[src/rtl/hwpf_stride_sched.sv]
// hwpf_stride_sched: round-robin arbiter that shares one dcache request port among stride-prefetch engines.
// Request/response paths are combinational; `HWPF_STRIDE_SCHED_OUTREG_EN adds a 1-cycle registered request stage.
package hwpf_stride_sched_pkg;
  typedef logic [2:0] hpdcache_req_sid_t;
  typedef logic [3:0] hpdcache_req_tid_t;

  typedef struct packed {
    logic [31:0]       addr;
    logic [3:0]        op;
    logic [2:0]        size;
    logic              need_rsp;
    hpdcache_req_sid_t sid;
    hpdcache_req_tid_t tid;
  } hpdcache_req_t;

  typedef struct packed {
    logic [31:0]       rdata;
    hpdcache_req_sid_t sid;
    hpdcache_req_tid_t tid;
    logic              error;
  } hpdcache_rsp_t;
endpackage

module hwpf_stride_sched
  import hwpf_stride_sched_pkg::*;
#(
  parameter int unsigned NUM_HW_PREFETCH = 4,
  parameter int unsigned MAX_OUTSTANDING = 2
) (
  input  logic                                 clk_i,
  input  logic                                 rst_i,
  input  logic          [NUM_HW_PREFETCH-1:0]  eng_req_valid_i,
  output logic          [NUM_HW_PREFETCH-1:0]  eng_req_ready_o,
  input  hpdcache_req_t [NUM_HW_PREFETCH-1:0]  eng_req_i,
  output logic          [NUM_HW_PREFETCH-1:0]  eng_rsp_valid_o,
  output hpdcache_rsp_t [NUM_HW_PREFETCH-1:0]  eng_rsp_o,
  input  hpdcache_req_sid_t                    dcache_req_sid_i,
  output logic                                 dcache_req_valid_o,
  input  logic                                 dcache_req_ready_i,
  output hpdcache_req_t                        dcache_req_o,
  input  logic                                 dcache_rsp_valid_i,
  input  hpdcache_rsp_t                        dcache_rsp_i,
  output logic                                 err_o
);
  localparam int unsigned GW = (NUM_HW_PREFETCH > 1) ? $clog2(NUM_HW_PREFETCH) : 1;
  localparam int unsigned CW = $clog2(MAX_OUTSTANDING + 1);
  typedef logic [GW-1:0] idx_t;
  typedef logic [CW-1:0] cnt_t;

  cnt_t [NUM_HW_PREFETCH-1:0] cnt_q, cnt_d;
  idx_t                       ptr_q, ptr_d;
  logic                       err_q, err_d;
  logic [NUM_HW_PREFETCH-1:0] elig;
  logic                       any_elig;
  idx_t                       winner, cand;
  logic                       issue;
  idx_t                       sel_idx;
  hpdcache_req_t              req_fmt;
  logic                       lock_drop;
  idx_t                       rsp_idx;
  logic                       rsp_in_range, rsp_match;
  logic [NUM_HW_PREFETCH-1:0] inc_v, dec_v;

  // Scan from ptr downwards in reverse so the candidate nearest ptr is written last and wins.
  always_comb begin
    any_elig = 1'b0;
    winner   = '0;
    cand     = '0;
    for (int i = 0; i < int'(NUM_HW_PREFETCH); i++) begin
      elig[i] = eng_req_valid_i[i] &&
                ((cnt_q[i] < cnt_t'(MAX_OUTSTANDING)) || !eng_req_i[i].need_rsp);
    end
    for (int k = int'(NUM_HW_PREFETCH) - 1; k >= 0; k--) begin
      cand = idx_t'((int'(ptr_q) + k) % int'(NUM_HW_PREFETCH));
      if (elig[cand]) begin
        any_elig = 1'b1;
        winner   = cand;
      end
    end
  end

  always_comb begin
    req_fmt     = eng_req_i[sel_idx];
    req_fmt.sid = dcache_req_sid_i;
    req_fmt.tid = hpdcache_req_tid_t'(sel_idx);
  end

`ifdef HWPF_STRIDE_SCHED_OUTREG_EN
  logic          out_vld_q;
  hpdcache_req_t out_q;
  logic          load_en;

  // The register loads whenever it is empty or being drained, so throughput stays at one per cycle.
  assign load_en            = !out_vld_q || dcache_req_ready_i;
  assign issue              = any_elig && load_en && !rst_i;
  assign sel_idx            = winner;
  assign lock_drop          = 1'b0;
  assign dcache_req_valid_o = out_vld_q;
  assign dcache_req_o       = out_q;

  always_ff @(posedge clk_i) begin
    if (rst_i) begin
      out_vld_q <= 1'b0;
      out_q     <= '0;
    end else if (load_en) begin
      out_vld_q <= issue;
      if (issue) out_q <= req_fmt;
    end
  end
`else
  typedef enum logic {S_IDLE, S_LOCK} state_e;
  state_e state_q, state_d;
  idx_t   gnt_q, gnt_d;

  always_comb begin
    state_d            = state_q;
    gnt_d              = gnt_q;
    sel_idx            = winner;
    dcache_req_valid_o = 1'b0;
    lock_drop          = 1'b0;
    case (state_q)
      S_IDLE: begin
        dcache_req_valid_o = any_elig;
        if (any_elig && !dcache_req_ready_i) begin
          state_d = S_LOCK;
          gnt_d   = winner;
        end
      end
      S_LOCK: begin
        sel_idx            = gnt_q;
        dcache_req_valid_o = 1'b1;
        lock_drop          = !eng_req_valid_i[gnt_q];
        if (dcache_req_ready_i) state_d = S_IDLE;
      end
      default: state_d = S_IDLE;
    endcase
    if (rst_i) begin
      dcache_req_valid_o = 1'b0;
      lock_drop          = 1'b0;
    end
  end

  assign issue        = dcache_req_valid_o && dcache_req_ready_i;
  assign dcache_req_o = req_fmt;

  always_ff @(posedge clk_i) begin
    if (rst_i) begin
      state_q <= S_IDLE;
      gnt_q   <= '0;
    end else begin
      state_q <= state_d;
      gnt_q   <= gnt_d;
    end
  end
`endif

  assign rsp_idx      = idx_t'(dcache_rsp_i.tid);
  assign rsp_in_range = (32'(dcache_rsp_i.tid) < NUM_HW_PREFETCH);
  assign rsp_match    = dcache_rsp_valid_i && !rst_i && rsp_in_range && (cnt_q[rsp_idx] != '0);

  always_comb begin
    for (int i = 0; i < int'(NUM_HW_PREFETCH); i++) begin
      eng_req_ready_o[i] = issue && (sel_idx == idx_t'(i));
      eng_rsp_valid_o[i] = rsp_match && (rsp_idx == idx_t'(i));
      eng_rsp_o[i]       = dcache_rsp_i;
      inc_v[i]           = issue && (sel_idx == idx_t'(i)) && eng_req_i[i].need_rsp;
      dec_v[i]           = eng_rsp_valid_o[i];
      cnt_d[i]           = cnt_q[i];
      if (inc_v[i] && !dec_v[i]) cnt_d[i] = cnt_q[i] + cnt_t'(1);
      else if (dec_v[i] && !inc_v[i]) cnt_d[i] = cnt_q[i] - cnt_t'(1);
    end
  end

  always_comb begin
    ptr_d = ptr_q;
    if (issue) ptr_d = (sel_idx == idx_t'(NUM_HW_PREFETCH - 1)) ? '0 : sel_idx + idx_t'(1);
    err_d = err_q || (dcache_rsp_valid_i && !rsp_match) || lock_drop;
  end

  always_ff @(posedge clk_i) begin
    if (rst_i) begin
      cnt_q <= '0;
      ptr_q <= '0;
      err_q <= 1'b0;
    end else begin
      cnt_q <= cnt_d;
      ptr_q <= ptr_d;
      err_q <= err_d;
    end
  end

  assign err_o = err_q;
endmodule

[config.mk]
export PLATFORM = sky130hd
export DESIGN_NAME = hwpf_stride_sched
export DESIGN_NICKNAME = d
export VERILOG_FILES = /design/src/rtl/hwpf_stride_sched.sv
export SDC_FILE = /design/constraint.sdc
export NUM_CORES = 1
export LEC_CHECK = 0
export ABC_AREA = 1
export BUFFER_PORTS_ARGS = -buffer_cell sky130_fd_sc_hd__buf_2
export CAP_MARGIN = 20
export CORE_AREA = 10 10 168 170
export CTS_CLUSTER_DIAMETER = 60
export DETAILED_ROUTE_END_ITERATION = 8
export DIE_AREA = 0 0 178 180
export SLEW_MARGIN = 20
export SYNTH_ARGS = -nofsm -noshare
export SYNTH_HDL_FRONTEND = slang
export SYNTH_SLANG_ARGS = --single-unit
[constraint.sdc]
create_clock -name clk_i -period 2.45 [get_ports clk_i]
set_clock_uncertainty 0.2 [all_clocks]
set_input_delay 0 -clock clk_i [delete_from_list [all_inputs] [get_ports clk_i]]
set_output_delay 0 -clock clk_i [all_outputs]
set_load 0.01 [all_outputs]
==> out/qor.csv, run 1 <==
stage;metric;value;unit
outcome;status;complete, but fails checks;
outcome;failed_checks;negative setup slack;
sta;slew_violations;0;
die;io_pins;456;
layout;layout_commonest_cell;buf_2;
power;p_per_area;828;nW/um^2
grt;grt_max_degree;81;
synth;seq_area_frac_synth;6.81;%
die;die_x;178;um
clocking;cts_buffers;3;
synth;syn_avg_cell_area;5.38;sq um
power;comb_power_share;86.6;%
routing;drt_wl_total;20700;um
power;power.internal;2.26;mW
grt;grt_pass1_vias;5153;
setup_path;worstPathArrival;2560;ps
clocking;clock-root-buffer;clkbuf_16;
routing;vias;5074;
grt;grt.overflow.total;0;
sta;fmax;381;MHz
clocking;worst_skew_pair.late_latency;250;ps
layout;register_area;284;sq um
layout;multi_input_area;2210;sq um
sta;setup_violations;46;
sta;finalCritPeriodShare;107;%
sta;layout_setup_ws;-172;ps
layout;filler_cell_count;2827;
place;hpwlAfterDp;13500;um
synth;synth_area;4110;sq um
sta;timing.setup.tns;-1690;ps
clocking;clock-sinks;14;
hold_path;hold_depth;2;
power;max-vdd-ir-drop;0.336;mV
power;swShare;52.6;%
die;rows;58;
sta;finalHoldViolCount;0;
synth;synthCells;764;
sta;period_needed;2620;ps
layout;final_cell_count_no_fill;1230;
synth;synth_cell_type_count;26;
routing;dr.pass1.iters;5;
place;gp_congestion;0.870;
power;clkPwrFrac;7.4;%
die;dieArea;32000;sq um
clocking;max-clock-path-buffers;2;
layout;mostFrequentLayoutCells;buf_2 (233), nand2_1 (214), nand3_1 (125), inv_1 (105), dlygate4sd3_1 (42);
power;power_frac_seq;6.1;%
setup_path;worstSetupPathType;register to register;
power;leakage;3.33;nW
place;port_buffers;239;
power;p_total;4.77;mW
routing;drcViolationCount;0;
routing;wl_per_cell;16.8;um
grt;antenna_found_initial;1;
grt;grt_usage;10.7;%
sta;rsz0062_at_grt;true;
clocking;h-tree-depth;1;
synth;synth_seq_cells;14;
die;core_area;24900;sq um
layout;final_layout_size_suffix_gt1_share;38.4;%
setup_path;worstPathRequired;2380;ps
layout;nNetsFinal;1145;
hold_path;min_path_type;input pin to output port;
place;dp.cells;1161;
layout;area_growth;40.0;%
flow_run;maxCapViolations;0;
routing;via_per_inst;4.13;
clocking;cts_tree;built;
setup_path;cp-end-kind;register;
setup_path;start_kind;register;
routing;postRouteAntennaNets;0;
die;initial_core_util;16.5;%
setup_path;ff2ff_path_depth;19;
grt;grt_pass1_wl;28100;um
power;power.switching;2.51;mW
layout;insertedDiodeCount;0;
setup_path;cp_max_fo;6;
synth;yosys_warnings;0;
clocking;clkTransAtPathRegs;50;ps
die;die_h;180;um
routing;drt_iter0_drc;328;
==> through the flow <==
stage | area (sq um) | hold slack, ps | util (%) | worst slack (ps)
global route | 5760 | 50.3 | 23.1 | -350
global placement | 4590 | -200 | 18.4 | -112
CTS | 5350 | 38.9 | 21.5 | -136
finish | 5760 | 38.2 | 23.1 | -172
detailed placement | 4590 | -200 | 18.4 | -213
floorplan | 4150 | -142 | - | -115
==> cell usage after synthesis <==
library cell  instances  area (sq um)
a21oi_1              14          70.1
nand3_1             133           666
o211ai_1              5          37.5
nand3_4               1          17.5
o21ai_1               1          5.00
inv_1               107           402
buf_6                 4          45.0
nand2_2               2          12.5
o21a_1                1          7.51
dfxtp_1              14           280
conb_1                1          3.75
ha_1                  5          62.6
buf_2                12          60.1
inv_2                 2          7.51
nor2_1               13          48.8
nor3_1               10          50.1
xor2_1                3          26.3
o21ai_0              14          70.1
o311ai_0              1          8.76
nand4_1               1          6.26
o21ai_2               1          8.76
buf_4               169          1270
nand3_2               1          10.0
nand2_1             232           871
clkbuf_1             16          60.1
xnor2_1               1          8.76
==> registers in the layout, summed over array words and instances (netlist names) <==
register  count
ptr_q         2
state_q       1
cnt_q         8
err_o         1
gnt_q         2
==> worst max-delay path: stages, from the launching register on <==
cell and delay [ps]:
dfxtp_4 390, buf_6 120, nand3_2 70, nand2_2 90
nand2_1 60, nand2_1 70, inv_2 40, buf_4 130
nand3_2 90, nand3_4 120, nand2_8 120, inv_6 40
ha_4 140, inv_2 50, nor3_2 40, ha_1 310
a21oi_2 120, o21ai_1 100, o21ai_1 140, a21oi_1 50
==> timing repair <==
action	CTS	global route
pin swaps	11	7
hold buffers	42	0
setup buffers	9	5
hold endpoints to repair	154	0
endpoints found under the setup margin	50	52
resized for setup	33	56
cloned	2	8
==> power groups by stage <==
stage          sequential (mW)  combinational, mW  clock (mW)
6_report                 0.289               4.13       0.352
5_1_grt                  0.292               4.50       0.366
4_1_cts                  0.288               3.54       0.360
3_5_place_dp             0.295               2.95           0
3_3_place_gp             0.292               2.93           0
2_1_floorplan            0.271               2.05           0
==> final cells by class <==
type / count / area share [%]
timing repair buffer: 332 / 40.7
multi-input combinational: 441 / 38.4
clock buffer: 4 / 1.54
inverter: 109 / 7.23
tap: 330 / 7.17
sequential: 14 / 4.93
==> metal layers <==
metal	wire length, um	GRT usage (%)	vias up
li1	-	-	2460
met1	7710	12.0	2271
met2	10600	19.9	303
met3	1860	2.37	38
met4	488	2.37	2
met5	13	0	-
==> kinds of logic after synthesis <==
family	after synthesis	synth area share, %
and+or+nand+nor	393	40.9
buffers and inverters	310	44.8
AOI/OAI and AO/OA	37	5.05
DFF	14	6.81
adders and majority gates	5	1.52
xor gates and xnor gates	4	0.852
other	1	0.0912
==> final timing paths <==
check                  start             to  slack, ps
min reg2reg         cnt_q[0]       cnt_q[0]        350
max                 ptr_q[0]       cnt_q[7]       -170
min          dcache_rsp_i[3]  eng_rsp_o[43]         40
max reg2reg         ptr_q[0]       cnt_q[7]       -170
(Power assumes the default switching activity.)
==> run 2, diff against run 1 <==
--- a/config.mk
+++ b/config.mk
@@ -8,10 +8,15 @@
 export ABC_AREA = 1
 export BUFFER_PORTS_ARGS = -buffer_cell sky130_fd_sc_hd__buf_2
 export CAP_MARGIN = 20
-export CORE_AREA = 10 10 168 170
+export CELL_PAD_IN_SITES_DETAIL_PLACEMENT = 1
+export CELL_PAD_IN_SITES_GLOBAL_PLACEMENT = 1
+export CORE_ASPECT_RATIO = 0.75
+export CORE_MARGIN = 10
+export CORE_UTILIZATION = 18
+export CTS_BUF_LIST = sky130_fd_sc_hd__clkbuf_16
 export CTS_CLUSTER_DIAMETER = 60
 export DETAILED_ROUTE_END_ITERATION = 8
-export DIE_AREA = 0 0 178 180
+export PLACE_DENSITY_LB_ADDON = 0.1
 export SLEW_MARGIN = 20
 export SYNTH_ARGS = -nofsm -noshare
 export SYNTH_HDL_FRONTEND = slang
==> run 2 against run 1 <==
The flow still finishes with violations (negative setup slack); total power grew 21%; utilization increased by 5.8 points; sequential share of layout area down 0.45 points; largest cell class unchanged; register-to-register slack barely moved; via count fell by 1.1%; cell count shrank 0.41%; critical path depth rose by 1.
==> out/qor.csv, run 2 (synthesis results as in run 1) <==
stage;metric;value;unit
routing;drcViolationCount;0;
sta;fmax;383;MHz
die;rows;47;
setup_path;worstPathRequired;2380;ps
routing;wl_per_cell;19.6;um
setup_path;worstPathArrival;2540;ps
sta;worstMarginPinSlew;664;ps
setup_path;cp_max_fo;6;
power;power.internal;2.96;mW
clocking;cts_tree;built;
grt;grt_pass1_wl;30900;um
power;max-vdd-ir-drop;0.260;mV
place;gp_congestion;0.749;
setup_path;cp-end-kind;register;
routing;via_per_inst;4.10;
hold_path;worst_hold_path.endpoint;eng_rsp_o[4];
routing;dr.pass1.iters;4;
outcome;failed_checks;negative setup slack;
setup_path;worstSetupPathType;register to register;
clocking;clkTransAtPathRegs;50;ps
layout;layout_commonest_cell;buf_2;
grt;antenna_found_initial;1;
power;power_frac_seq;5.0;%
die;io_pins;456;
routing;drt_iter0_drc;150;
clocking;max-clock-path-buffers;2;
power;comb_power_share;89.5;%
die;dieArea;29400;sq um
layout;final_layout_size_suffix_gt1_share;44.0;%
layout;reg_top3;cnt_q: 8 flops, gnt_q: 2 flops, ptr_q: 2 flops;
place;port_buffers;239;
grt;grt_usage;13.1;%
die;die_h;151;um
setup_path;timing.rr.end;cnt_q[7];
layout;final_area;6450;sq um
routing;postRouteAntennaNets;0;
power;p_per_area;897;nW/um^2
power;leakage;3.64;nW
hold_path;hold_depth;2;
hold_path;min_path_type;input pin to output port;
hold_path;min_from;dcache_rsp_i[4];
layout;area_growth;56.9;%
clocking;worst_skew_pair.late_latency;240;ps
clocking;h-tree-depth;1;
flow_run;maxCapViolations;0;
power;swShare;48.9;%
clocking;clock-root-buffer;clkbuf_16;
sta;setup_violations;43;
setup_path;ff2ff_path_depth;20;
grt;grt.overflow.total;0;
power;power.switching;2.83;mW
sta;period_needed;2610;ps
power;clkPwrFrac;5.4;%
place;hpwlAfterDp;15500;um
routing;vias;5019;
clocking;cts_buffers;3;
place;pre_cts_slack;-283;ps
grt;grt_pass1_vias;5227;
layout;nNetsFinal;1174;
routing;drt_wl_total;24000;um
outcome;status;complete, but fails checks;
setup_path;start_kind;register;
layout;regMostFlops;cnt_q;
place;postPlaceCellArea;4630;sq um
die;die_x;195;um
grt;grt_max_degree;81;
setup_path;crit_chain;buf_6, xor2_1, nand2_1, nand2_1, inv_2, nand2_4, nand2_4, nand2_4, nand3_4, nand2_4, buf_6, inv_4, ha_4, inv_2, nor3_2, ha_1, a21oi_1, o21ai_1, o21ai_1, a21oi_1;
setup_path;rrSetupSlack;-160;ps
clocking;clock-sinks;14;
setup_path;cpMostUsedCell;nand2_4;
sta;rsz0062_at_grt;true;
setup_path;r2r-start;ptr_q[0];
setup_path;worstSetupStartpoint;ptr_q[0];
setup_path;cp_slowest_cell;dfxtp_4;
die;initial_core_util;18.5;%
sta;finalCritPeriodShare;107;%
setup_path;slowest_delay;380;ps
layout;mostFrequentLayoutCells;buf_2 (210), nand2_1 (197), nand3_1 (120), inv_1 (102);
die;core_area;22300;sq um
sta;maxSlewHeadroom;55.2;%
layout;largest_reg_flops;8;
sta;layout_setup_ws;-162;ps
sta;slew_violations;0;
sta;finalHoldViolCount;0;
## run 2: worst max-delay path by stage
stage / end / cells past startpoint
after CTS: cnt_q[7] / 20
after global placement: cnt_q[7] / 15
after floorplan: cnt_q[7] / 22
final: cnt_q[7] / 20
after global routing: cnt_q[7] / 19
after detailed placement: cnt_q[5] / 18
## run 2: repair_timing
action                                  CTS  global route
pin swaps                                12            35
gates cloned                              4            17
hold endpoints to repair                153             0
endpoints found under the setup margin   52            52
buffers inserted                          7            14
resized for setup                        47           124
hold buffers                             42             0
## run 2: power groups by stage
stage | clock (mW) | sequential, mW | combinational, mW
2_1_floorplan | 0 | 0.271 | 2.05
3_3_place_gp | 0 | 0.293 | 3.06
3_5_place_dp | 0 | 0.292 | 3.04
4_1_cts | 0.330 | 0.287 | 3.77
5_1_grt | 0.342 | 0.296 | 5.66
6_report | 0.315 | 0.292 | 5.18
## run 2: cell type report
| cell class | count | area [sq um] |
|---|---|---|
| Clock inverter | 1 | 3.75 |
| Antenna cell | 2 | 5.00 |
| Tap cell | 294 | 368 |
| Clock buffer | 3 | 75.1 |
| Timing Repair Buffer | 361 | 2920 |
| Multi-Input combinational cell | 441 | 2380 |
| Sequential cell | 14 | 289 |
| Fill cell | 2871 | 15800 |
| Inverter | 109 | 414 |
## run 2: worst max-delay path: cells and delay by family (launching register included)
family | cells | cell delay (ps)
AND/OR/NAND/NOR | 8 | 570
flip-flops | 1 | 380
XOR/XNOR | 1 | 150
buffers and inverters | 5 | 380
AO/OA/AOI/OAI | 4 | 380
adder cells (fa/ha/maj) | 2 | 440
## run 2: layer usage
metal	up-vias	GRT usage, %	share of wire (%)
met2	204	24.5	51
met5	-	0	0
met1	2272	15.0	41
met4	0	1.65	0.92
met3	11	3.36	6.7
li1	2532	-	-
## run 2: through the flow
step                      instances  setup TNS (ps)  total power [mW]  hold WS, ps  util, %
after global routing           1224           -9660              6.30         55.3     28.9
after detailed placement       1138           -4920              3.33         -200     20.8
after CTS                      1195           -4740              4.39         44.2     24.4
after global placement         1138           -5180              3.35         -200     20.8
after floorplan                 765            -294              2.32         -142        -
final                          1225           -2100              5.79         41.1     29.0
